--- src/rtl/wb_pkg.sv ---
// wb_pkg: shared constants and types for the writeback arbiter slice.
//   REG_ADDR_W   - register-file address width
//   NREG         - number of architectural registers
//   XLEN_DEFAULT - default datapath width
//   WB_ALU/WB_LOAD/WB_FPU - requester indices into the req_* buses
package wb_pkg;

    localparam int REG_ADDR_W   = 5;
    localparam int NREG         = 32;
    localparam int XLEN_DEFAULT = 32;

    localparam int WB_ALU  = 0;
    localparam int WB_LOAD = 1;
    localparam int WB_FPU  = 2;

    typedef logic [REG_ADDR_W-1:0] reg_addr_t;
    typedef logic [NREG-1:0]       reg_mask_t;

endpackage

--- src/rtl/rr_arbiter.sv ---
// rr_arbiter: one-hot grant generator for the writeback port.
//   Build macro WB_RR_EN: defined   -> round-robin, pointer moves past the
//                                      winner whenever advance is high
//                         undefined -> fixed priority, lowest index wins,
//                                      no pointer register
// Ports:
//   clk, rstn   clock and synchronous active-low reset (pointer only)
//   req         per-requester request
//   advance     a grant was consumed this cycle
//   grant       one-hot grant, subset of req
module rr_arbiter #(
    parameter int NREQ = 3
) (
    input  logic            clk,
    input  logic            rstn,
    input  logic [NREQ-1:0] req,
    input  logic            advance,
    output logic [NREQ-1:0] grant
);

`ifdef WB_RR_EN
    localparam int PTR_W = (NREQ > 1) ? $clog2(NREQ) : 1;

    logic [PTR_W-1:0] ptr;
    logic [PTR_W-1:0] ptr_nxt;
    logic             found;
    int               idx;

    // Scan from the pointer upward, wrapping; first requester seen wins.
    always_comb begin
        grant   = '0;
        ptr_nxt = ptr;
        found   = 1'b0;
        idx     = 0;
        for (int k = 0; k < NREQ; k++) begin
            idx = (int'(ptr) + k) % NREQ;
            for (int i = 0; i < NREQ; i++) begin
                if (!found && (i == idx) && req[i]) begin
                    grant[i] = 1'b1;
                    ptr_nxt  = PTR_W'((i + 1) % NREQ);
                    found    = 1'b1;
                end
            end
        end
    end

    always_ff @(posedge clk) begin
        if (!rstn)
            ptr <= '0;
        else if (advance)
            ptr <= ptr_nxt;
    end
`else
    logic found;
    logic unused_rr;

    always_comb begin
        grant = '0;
        found = 1'b0;
        for (int i = 0; i < NREQ; i++) begin
            if (!found && req[i]) begin
                grant[i] = 1'b1;
                found    = 1'b1;
            end
        end
    end

    // Fixed priority is stateless; these inputs exist only for the RR build.
    assign unused_rr = &{1'b0, clk, rstn, advance};
`endif

endmodule

--- src/rtl/wb_arbiter.sv ---
// wb_arbiter: arbitrates NREQ writeback requesters onto a single registered
// register-file write port and keeps the pending-write scoreboard used by
// decode for issue stalls and operand hazards.
//   Build macro WB_RR_EN selects round-robin arbitration (see rr_arbiter).
// Ports:
//   clk, rstn                  clock, synchronous active-low reset
//   req_valid/addr/data        per-requester write requests (packed buses)
//   req_ready                  one-hot grant; transfer when valid & ready
//   w_enable/w_addr/w_data     registered register-file write port
//   issue_valid, issue_rd      decode issues an instruction writing issue_rd
//   issue_stall                issue blocked by an outstanding write to rd
//   rs1, rs2, hazard           decode sources, hazard if either is pending
//   pending                    scoreboard, bit n = write to rn outstanding
module wb_arbiter
    import wb_pkg::*;
#(
    parameter int NREQ = 3,
    parameter int XLEN = XLEN_DEFAULT
) (
    input  logic                       clk,
    input  logic                       rstn,
    input  logic [NREQ-1:0]            req_valid,
    input  logic [NREQ*REG_ADDR_W-1:0] req_addr,
    input  logic [NREQ*XLEN-1:0]       req_data,
    output logic [NREQ-1:0]            req_ready,
    output logic                       w_enable,
    output logic [REG_ADDR_W-1:0]      w_addr,
    output logic [XLEN-1:0]            w_data,
    input  logic                       issue_valid,
    input  logic [REG_ADDR_W-1:0]      issue_rd,
    output logic                       issue_stall,
    input  logic [REG_ADDR_W-1:0]      rs1,
    input  logic [REG_ADDR_W-1:0]      rs2,
    output logic                       hazard,
    output logic [NREG-1:0]            pending
);

    logic [NREQ-1:0] grant;
    logic            transfer;
    reg_addr_t       sel_addr;
    logic [XLEN-1:0] sel_data;
    reg_mask_t       pending_q;
    reg_mask_t       pending_nxt;
    logic            issue_set;

    rr_arbiter #(.NREQ(NREQ)) u_arb (
        .clk     (clk),
        .rstn    (rstn),
        .req     (req_valid),
        .advance (transfer),
        .grant   (grant)
    );

    // Holding ready low during reset keeps a waiting request in place.
    assign req_ready = rstn ? grant : '0;
    assign transfer  = |(req_valid & req_ready);

    // Grant is one-hot, so an OR-reduction mux is sufficient.
    always_comb begin
        sel_addr = '0;
        sel_data = '0;
        for (int i = 0; i < NREQ; i++) begin
            if (req_ready[i]) begin
                sel_addr = sel_addr | req_addr[i*REG_ADDR_W +: REG_ADDR_W];
                sel_data = sel_data | req_data[i*XLEN +: XLEN];
            end
        end
    end

    assign issue_stall = issue_valid & pending_q[issue_rd] & (issue_rd != '0);
    assign hazard      = pending_q[rs1] | pending_q[rs2];
    assign issue_set   = issue_valid & ~issue_stall & (issue_rd != '0);
    assign pending     = pending_q;

    // Clear happens at the edge where the register file latches w_data; an
    // issue to the same register is already stalled, so order is harmless.
    always_comb begin
        pending_nxt = pending_q;
        if (w_enable)
            pending_nxt[w_addr] = 1'b0;
        if (issue_set)
            pending_nxt[issue_rd] = 1'b1;
        pending_nxt[0] = 1'b0;
    end

    always_ff @(posedge clk) begin
        if (!rstn) begin
            w_enable  <= 1'b0;
            w_addr    <= '0;
            w_data    <= '0;
            pending_q <= '0;
        end else begin
            // r0 writes are consumed but never reach the register file.
            w_enable  <= transfer && (sel_addr != '0);
            if (transfer) begin
                w_addr <= sel_addr;
                w_data <= sel_data;
            end
            pending_q <= pending_nxt;
        end
    end

endmodule

--- config.mk ---
export PLATFORM = sky130hd
export DESIGN_NAME = wb_arbiter
export DESIGN_NICKNAME = d
export VERILOG_FILES = /design/src/rtl/wb_pkg.sv /design/src/rtl/rr_arbiter.sv /design/src/rtl/wb_arbiter.sv
export SDC_FILE = /design/constraint.sdc
export NUM_CORES = 1
export LEC_CHECK = 0
export ABC_AREA = 1
export CAP_MARGIN = 25
export CORE_MARGIN = 1.5
export CORE_UTILIZATION = 60
export CTS_CLUSTER_DIAMETER = 150
export DETAILED_ROUTE_END_ITERATION = 8
export DONT_BUFFER_PORTS = 1
export GPL_TIMING_DRIVEN = 0
export PLACE_DENSITY = 0.8
export SYNTH_ARGS = -nofsm -noshare
export SYNTH_HDL_FRONTEND = slang
export SYNTH_HIERARCHICAL = 1
export SYNTH_SLANG_ARGS = --single-unit
--- constraint.sdc ---
create_clock -name clk -period 6 [get_ports clk]
set_input_delay 1.8 -clock clk [delete_from_list [all_inputs] [get_ports clk]]
set_output_delay 1.8 -clock clk [all_outputs]
set_load 0.005 [all_outputs]
### Word-level counts from Yosys, hierarchy flattened

Cells that the tools add are included.

| cells by class | value |
|---|---|
| $lt $le $gt $ge | 6 |
| mux-type cells | 23 |
| bitwise operators | 14 |
| reduce and logical (&&, ||, !) cells | 10 |

Operators with widths:

| cell | count |
|---|---|
| 32-bit two-way mux | 5 |
| 32-bit bitwise OR | 3 |
| 32-bit AND | 1 |
| 32-bit NOT | 1 |
| 5-bit by 6-bit < comparator with 1-bit output (second input constant) | 4 |
| 1-bit binary-select mux with 5-bit select | 3 |
| 5-bit two-way mux | 3 |
| 1-bit demux with 5-bit select | 2 |
| 5-bit by 1-bit >= comparator with 1-bit output (second input constant) | 2 |
| 5-bit bitwise OR | 2 |
| 5-bit nonzero test | 2 |
| 1-bit two-way mux | 9 |
| 1-bit logical AND | 5 |
| 1-bit AND | 4 |
| 3-bit AND | 1 |
| 3-bit two-way mux | 1 |
| 3-bit OR reduction | 1 |
| 1-bit zero test | 2 |
| 1-bit NOT | 1 |
| 1-bit bitwise OR | 1 |

| word-level totals | value |
|---|---|
| register bits | 70 |
| input bits | 132 |
| output and inout bits | 75 |
| logic and storage cells | 58 |

### Depth between registers and ports, before layout

| depth | value |
|---|---|
| depth in word-level cells | 15 |
| mapped depth | 12 |
| depth with buffers taken out | 10 |

### By module

Netlist, hierarchy kept.

Modules (own cells, without submodules):

| module | instances | cells each | area an instance (um^2) | sequential area each (um^2) |
|---|---|---|---|---|
| wb_arbiter | 1 | 687 | 4379.2 | 1381.3 |
| rr_arbiter | 1 | 6 | 28.8 | 0.0 |

### Worst setup path before layout

OpenSTA, ideal clock, no wires.

| timing path | value |
|---|---|
| kind | in2out |
| start point | input rs1[0] |
| end point | output hazard |
| arrival | 2706 ps |
| required time | 4200 ps |
| setup slack | 1494 ps |
| stages | 8 |
| cells stage by stage | inv_1 -> clkbuf_1 -> nor2_1 -> o22ai_1 -> nor2_1 -> o21ai_0 -> nand2_1 -> nand2_1 |

| between the ends | value |
|---|---|
| longest elaborated chain between the ends | 3 |

RTL lines:

| element | line | text |
|---|---|---|
| start, declared | wb_arbiter.sv:32 | `input logic [REG_ADDR_W-1:0] rs1,` |
| 1-bit binary-select mux with 5-bit select | wb_arbiter.sv:71 | `assign hazard = pending_q[rs1] \| pending_q[rs2];` |
| 1-bit two-way mux (not written as such) | wb_arbiter.sv:71 |  |
| 1-bit bitwise OR | wb_arbiter.sv:71 |  |
| end, declared | wb_arbiter.sv:34 | `output logic hazard,` |

Every way passes these cells. The select of a mux whose other input is x is not followed.

### Worst setup path in the final report

Ends and elaborated chain as after synthesis.

==> key figures <==
Cells and area
  • Non-Filler Cell Area, Final: ~4800 sq um
  • Flip-flop and latch area: 1380 sq um
  • Number of antenna repair diodes: 0
  • Filler cell count: between 600 and 700
  • Share of final-layout standard cells stronger than drive strength 1: a little over 7%
  • Layout area overhead: 8.09%
  • Final #Nets: around 840
  • Multi-input gate area: around 2600 sq um

Synth
  • Ys Warns: 6
  • Largest family of logic cells by synthesized area: simple AND/OR/NAND/NOR gates
  • Leading cell types by total area after synthesis: sky130_fd_sc_hd__dfxtp_1 31%, sky130_fd_sc_hd__nand2_1 17%, sky130_fd_sc_hd__o21ai_0 10%
  • Sequential share of the synthesized area: around a third
  • Fraction of the mapped netlist area in compound gates: between 20% and 30%
  • Simple logic cell fraction of the synthesized area: 34.0%
  • Number of standard cells after synthesis: roughly 690
  • Synthesized-area fraction occupied by adder cells: 0%
  • Cell area after synthesis: ~4400 sq um
  • Post-Synthesis Net Count: approximately 830
  • Synthesized area per cell: between 6 and 7 sq um
  • Post-Synth XOR/XNOR Area: 0%
  • Share of cell area taken by muxes after synthesis: 0%
  • Post-synthesis sequential element count: 69
  • Most area-hungry cell type in the Yosys netlist: sky130_fd_sc_hd__dfxtp_1
  • Yosys cell types: 33
  • Share of Yosys cell area claimed by the top area cell type: between 30% and 40%
  • Post-synth EDFFs: 0
  • Post-synthesis async set-or-reset flop share: 0%
  • Synth Flop Type: sky130_fd_sc_hd__dfxtp_1

Timing
  • Final setup slack of the worst path: ~1.2 ns
  • Setup violations, final: 0
  • Fmax: approximately 0.21 GHz
  • Max-slew headroom at the worst pin: 65.1%
  • Setup repair after global routing missed its margin: false
  • Number of max-slew violations in the final report: 0
  • Total count of hold-check failures in the final report: 0
  • Clock period minus final worst setup slack: between 4 and 5 ns
  • Setup TNS after final layout: 0 ns
  • Worst-Margin Slew: 0.523 ns
  • Worst clock skew: ~0.014 ns
  • Post-Route Hold Slack: between 0.5 and 0.6 ns
  • Period utilization: about four fifths

Clock tree
  • CTS resizes: 0
  • Clk Latency, worst-skew pair: ~0.36 ns
  • Clock tree from TritonCTS: yes
  • Post-CTS clock slew at the launch and capture registers of the worst setup and hold paths: 0.07 ns
  • Number of buffers between clock root and the deepest sink: 2
  • Post-CTS Setup Repair Bufs: 0
  • Number of H-tree levels: 3
  • Number of buffers inserted by hold repair at cts: 0
  • CTS buffer count: 9
  • Root buffer selected by CTS: sky130_fd_sc_hd__clkbuf_8
  • # clock sinks: around 70

Floorplanning
  • Area of the core region: slightly above 7000 sq um
  • Overall die height: slightly below 90 microns
  • Area of the die: 7870 sq um
  • Num ports: ~210
  • Starting Density: between 60 and 70%
  • Die boundary width: 88.7 microns
  • FP Rows: 31

Worst setup path
  • Last element of the critical path: hazard
  • Slowest Stage Delay on Critical Path: 0.39 ns
  • CP Depth: 8
  • Peak fanout along the critical path: 10
  • Data arrival time of the critical path: roughly 3.0 ns
  • Slowest CP cell: sky130_fd_sc_hd__clkbuf_1
  • Reg2Reg Depth: 10
  • Worst-path cell chain: inv_1 > clkbuf_1 > o21ai_0 > o211ai_1 > nand3_1 > nand3_1 > nand2_1 > nand2_1
  • Crit. End Element: output pin
  • Worst setup startpoint: rs1[0]
  • Buffers plus inverters on the worst setup path: 2
  • Reg2reg setup slack: 4.45 ns
  • Worst R2R Start: pending[6]
  • Capturing point of the worst reg2reg path: pending[15]
  • Type of origin of the critical path: input port
  • Worst Path Required: approximately 4.2 ns
  • Classification of the worst setup path: input port to output pin
  • Kind of cell adding the most delay to the critical path: buffers and inverters

Drt
  • Iter 0 DRT Violations: approximately 520
  • Via count normalized by instance count: roughly 6.4
  • Post-DR wirelength/cell: around 19 microns
  • Routed WL: 15.5 mm
  • Via count: approximately 5,200
  • Antenna violation net count after detailed routing: 0
  • Drt first pass iters: 7
  • Number of design rule violations left after detail routing: 0

Pwr
  • PnR Total Power: 1.10 mW
  • Leakage power figure: 1.81 nW
  • Power density relative to cell area: ~230 nW/um^2
  • Max rail drop VDD: about 160 uV

GRT
  • Largest net degree at the start of global routing: 13
  • Total Routing Usage GR: between 30% and 40%
  • Via count of the first global-routing pass: 4,610
  • Antenna violations before repair: 0
  • Overflow after GRT: 0
  • Global-route wire length before repair: approximately 23 mm

Place
  • Placed wire-length estimate after detailed placement: 11.5 mm
  • Final weighted congestion of routability-driven global placement: approximately 1.0
  • I/O Buffers: 0
  • Placed cell areas: around 4500 sq um
  • Worst-case setup slack after placement: approximately 1.2 ns

Min path
  • Hold WC Path Type: flip-flop to flip-flop
  • Start point of the worst hold path: pending[6]

Status
  • Status: finished, final reports clean

Run
  • # Max-Cap Violations: 0
==> how the worst min path moves through the flow <==
stage | endpoint | slack, ns | cells after the start
2_1_floorplan | pending[10] | 0.48 | 2
3_3_place_gp | pending[6] | 0.50 | 2
3_5_place_dp | pending[6] | 0.50 | 2
4_1_cts | pending[6] | 0.51 | 2
5_1_grt | pending[4] | 0.55 | 2
6_report | pending[6] | 0.51 | 2
==> power breakdown <==
| group | switching [mW] | total [mW] | internal (mW) | leakage [nW] |
|---|---|---|---|---|
| Clock | 0.187 | 0.444 | 0.258 | 0.116 |
| Combinational | 0.100 | 0.149 | 0.0482 | 1.13 |
| Sequential | 0.0259 | 0.506 | 0.480 | 0.562 |
| Total | 0.313 | 1.10 | 0.786 | 1.81 |
==> synthesized netlist by cell type, drive strengths merged (4+ instances only) <==
cell type	count
nand2	198
o22ai	4
o211a	9
nand3	37
nor2	61
inv	44
a41oi	22
nor3	8
nand4	40
buf	26
o21ai	94
a21oi	50
dfxtp	69
o211ai	4
clkbuf	21
==> metrics by stage <==
step	utilization, %	instances
2_1_floorplan	-	693
3_3_place_gp	63.2	792
3_5_place_dp	63.2	792
4_1_cts	66.4	808
5_1_grt	66.4	808
6_report	66.4	808
==> registers in the layout, indices dropped and copies added, names as in the netlist <==
signal	flops
w_data	32
w_enable	1
w_addr	5
pending	31
==> kinds of logic (layout without fill, tap and decap cells) <==
logic type	Yosys count	in the layout
buffers and inverters	91	107
DFF	69	69
and+or+nand+nor	345	345
AOI/OAI and AO/OA	187	187
other	1	1
==> worst register-to-register path, cell delays in order (launching register included) <==
cell,delay [ns]
sky130_fd_sc_hd__dfxtp_1,0.33
sky130_fd_sc_hd__inv_1,0.16
sky130_fd_sc_hd__nor2_1,0.07
sky130_fd_sc_hd__nor2_1,0.11
sky130_fd_sc_hd__nand2_1,0.07
sky130_fd_sc_hd__nand2_1,0.06
sky130_fd_sc_hd__nand2_1,0.08
sky130_fd_sc_hd__nor2_4,0.19
sky130_fd_sc_hd__buf_6,0.17
sky130_fd_sc_hd__nand4_1,0.10
sky130_fd_sc_hd__a21oi_1,0.14
==> layer usage <==
| metal | wire length (microns) | global-route usage [%] |
|---|---|---|
| met1 | 5600 | 45.8 |
| met4 | 854 | 22.9 |
| met2 | 7390 | 63.2 |
| met3 | 1620 | 10.3 |
| met5 | 0 | 0 |
==> area by class of cell <==
type	instances	area share (%)
plain buffers	47	5.46
clock buffers	11	3.18
clock inverters	5	1.71
inverters	44	3.52
multi-input cells	533	54.5
flip-flops and latches	69	29.0
well taps	99	2.60
==> placed cells by master, fill, tap and decap left out, drive strengths merged <==
| cell | count |
|---|---|
| nand2 | 198 |
| o21ai | 94 |
| dfxtp | 69 |
| nor2 | 61 |
| a21oi | 50 |
| inv | 45 |
| nand4 | 40 |
| nand3 | 37 |
| clkbuf | 32 |
| buf | 26 |
| a41oi | 22 |
| o211a | 9 |
| nor3 | 8 |
| o22ai | 4 |
| o211ai | 4 |
| bufinv | 2 |
| a31oi | 1 |
| a211oi | 1 |
| a22o | 1 |
| nor4 | 1 |
| a32o | 1 |
| conb | 1 |
| clkinv | 1 |
| clkinvlp | 1 |
Note: power is estimated with default switching activity, not from simulation.
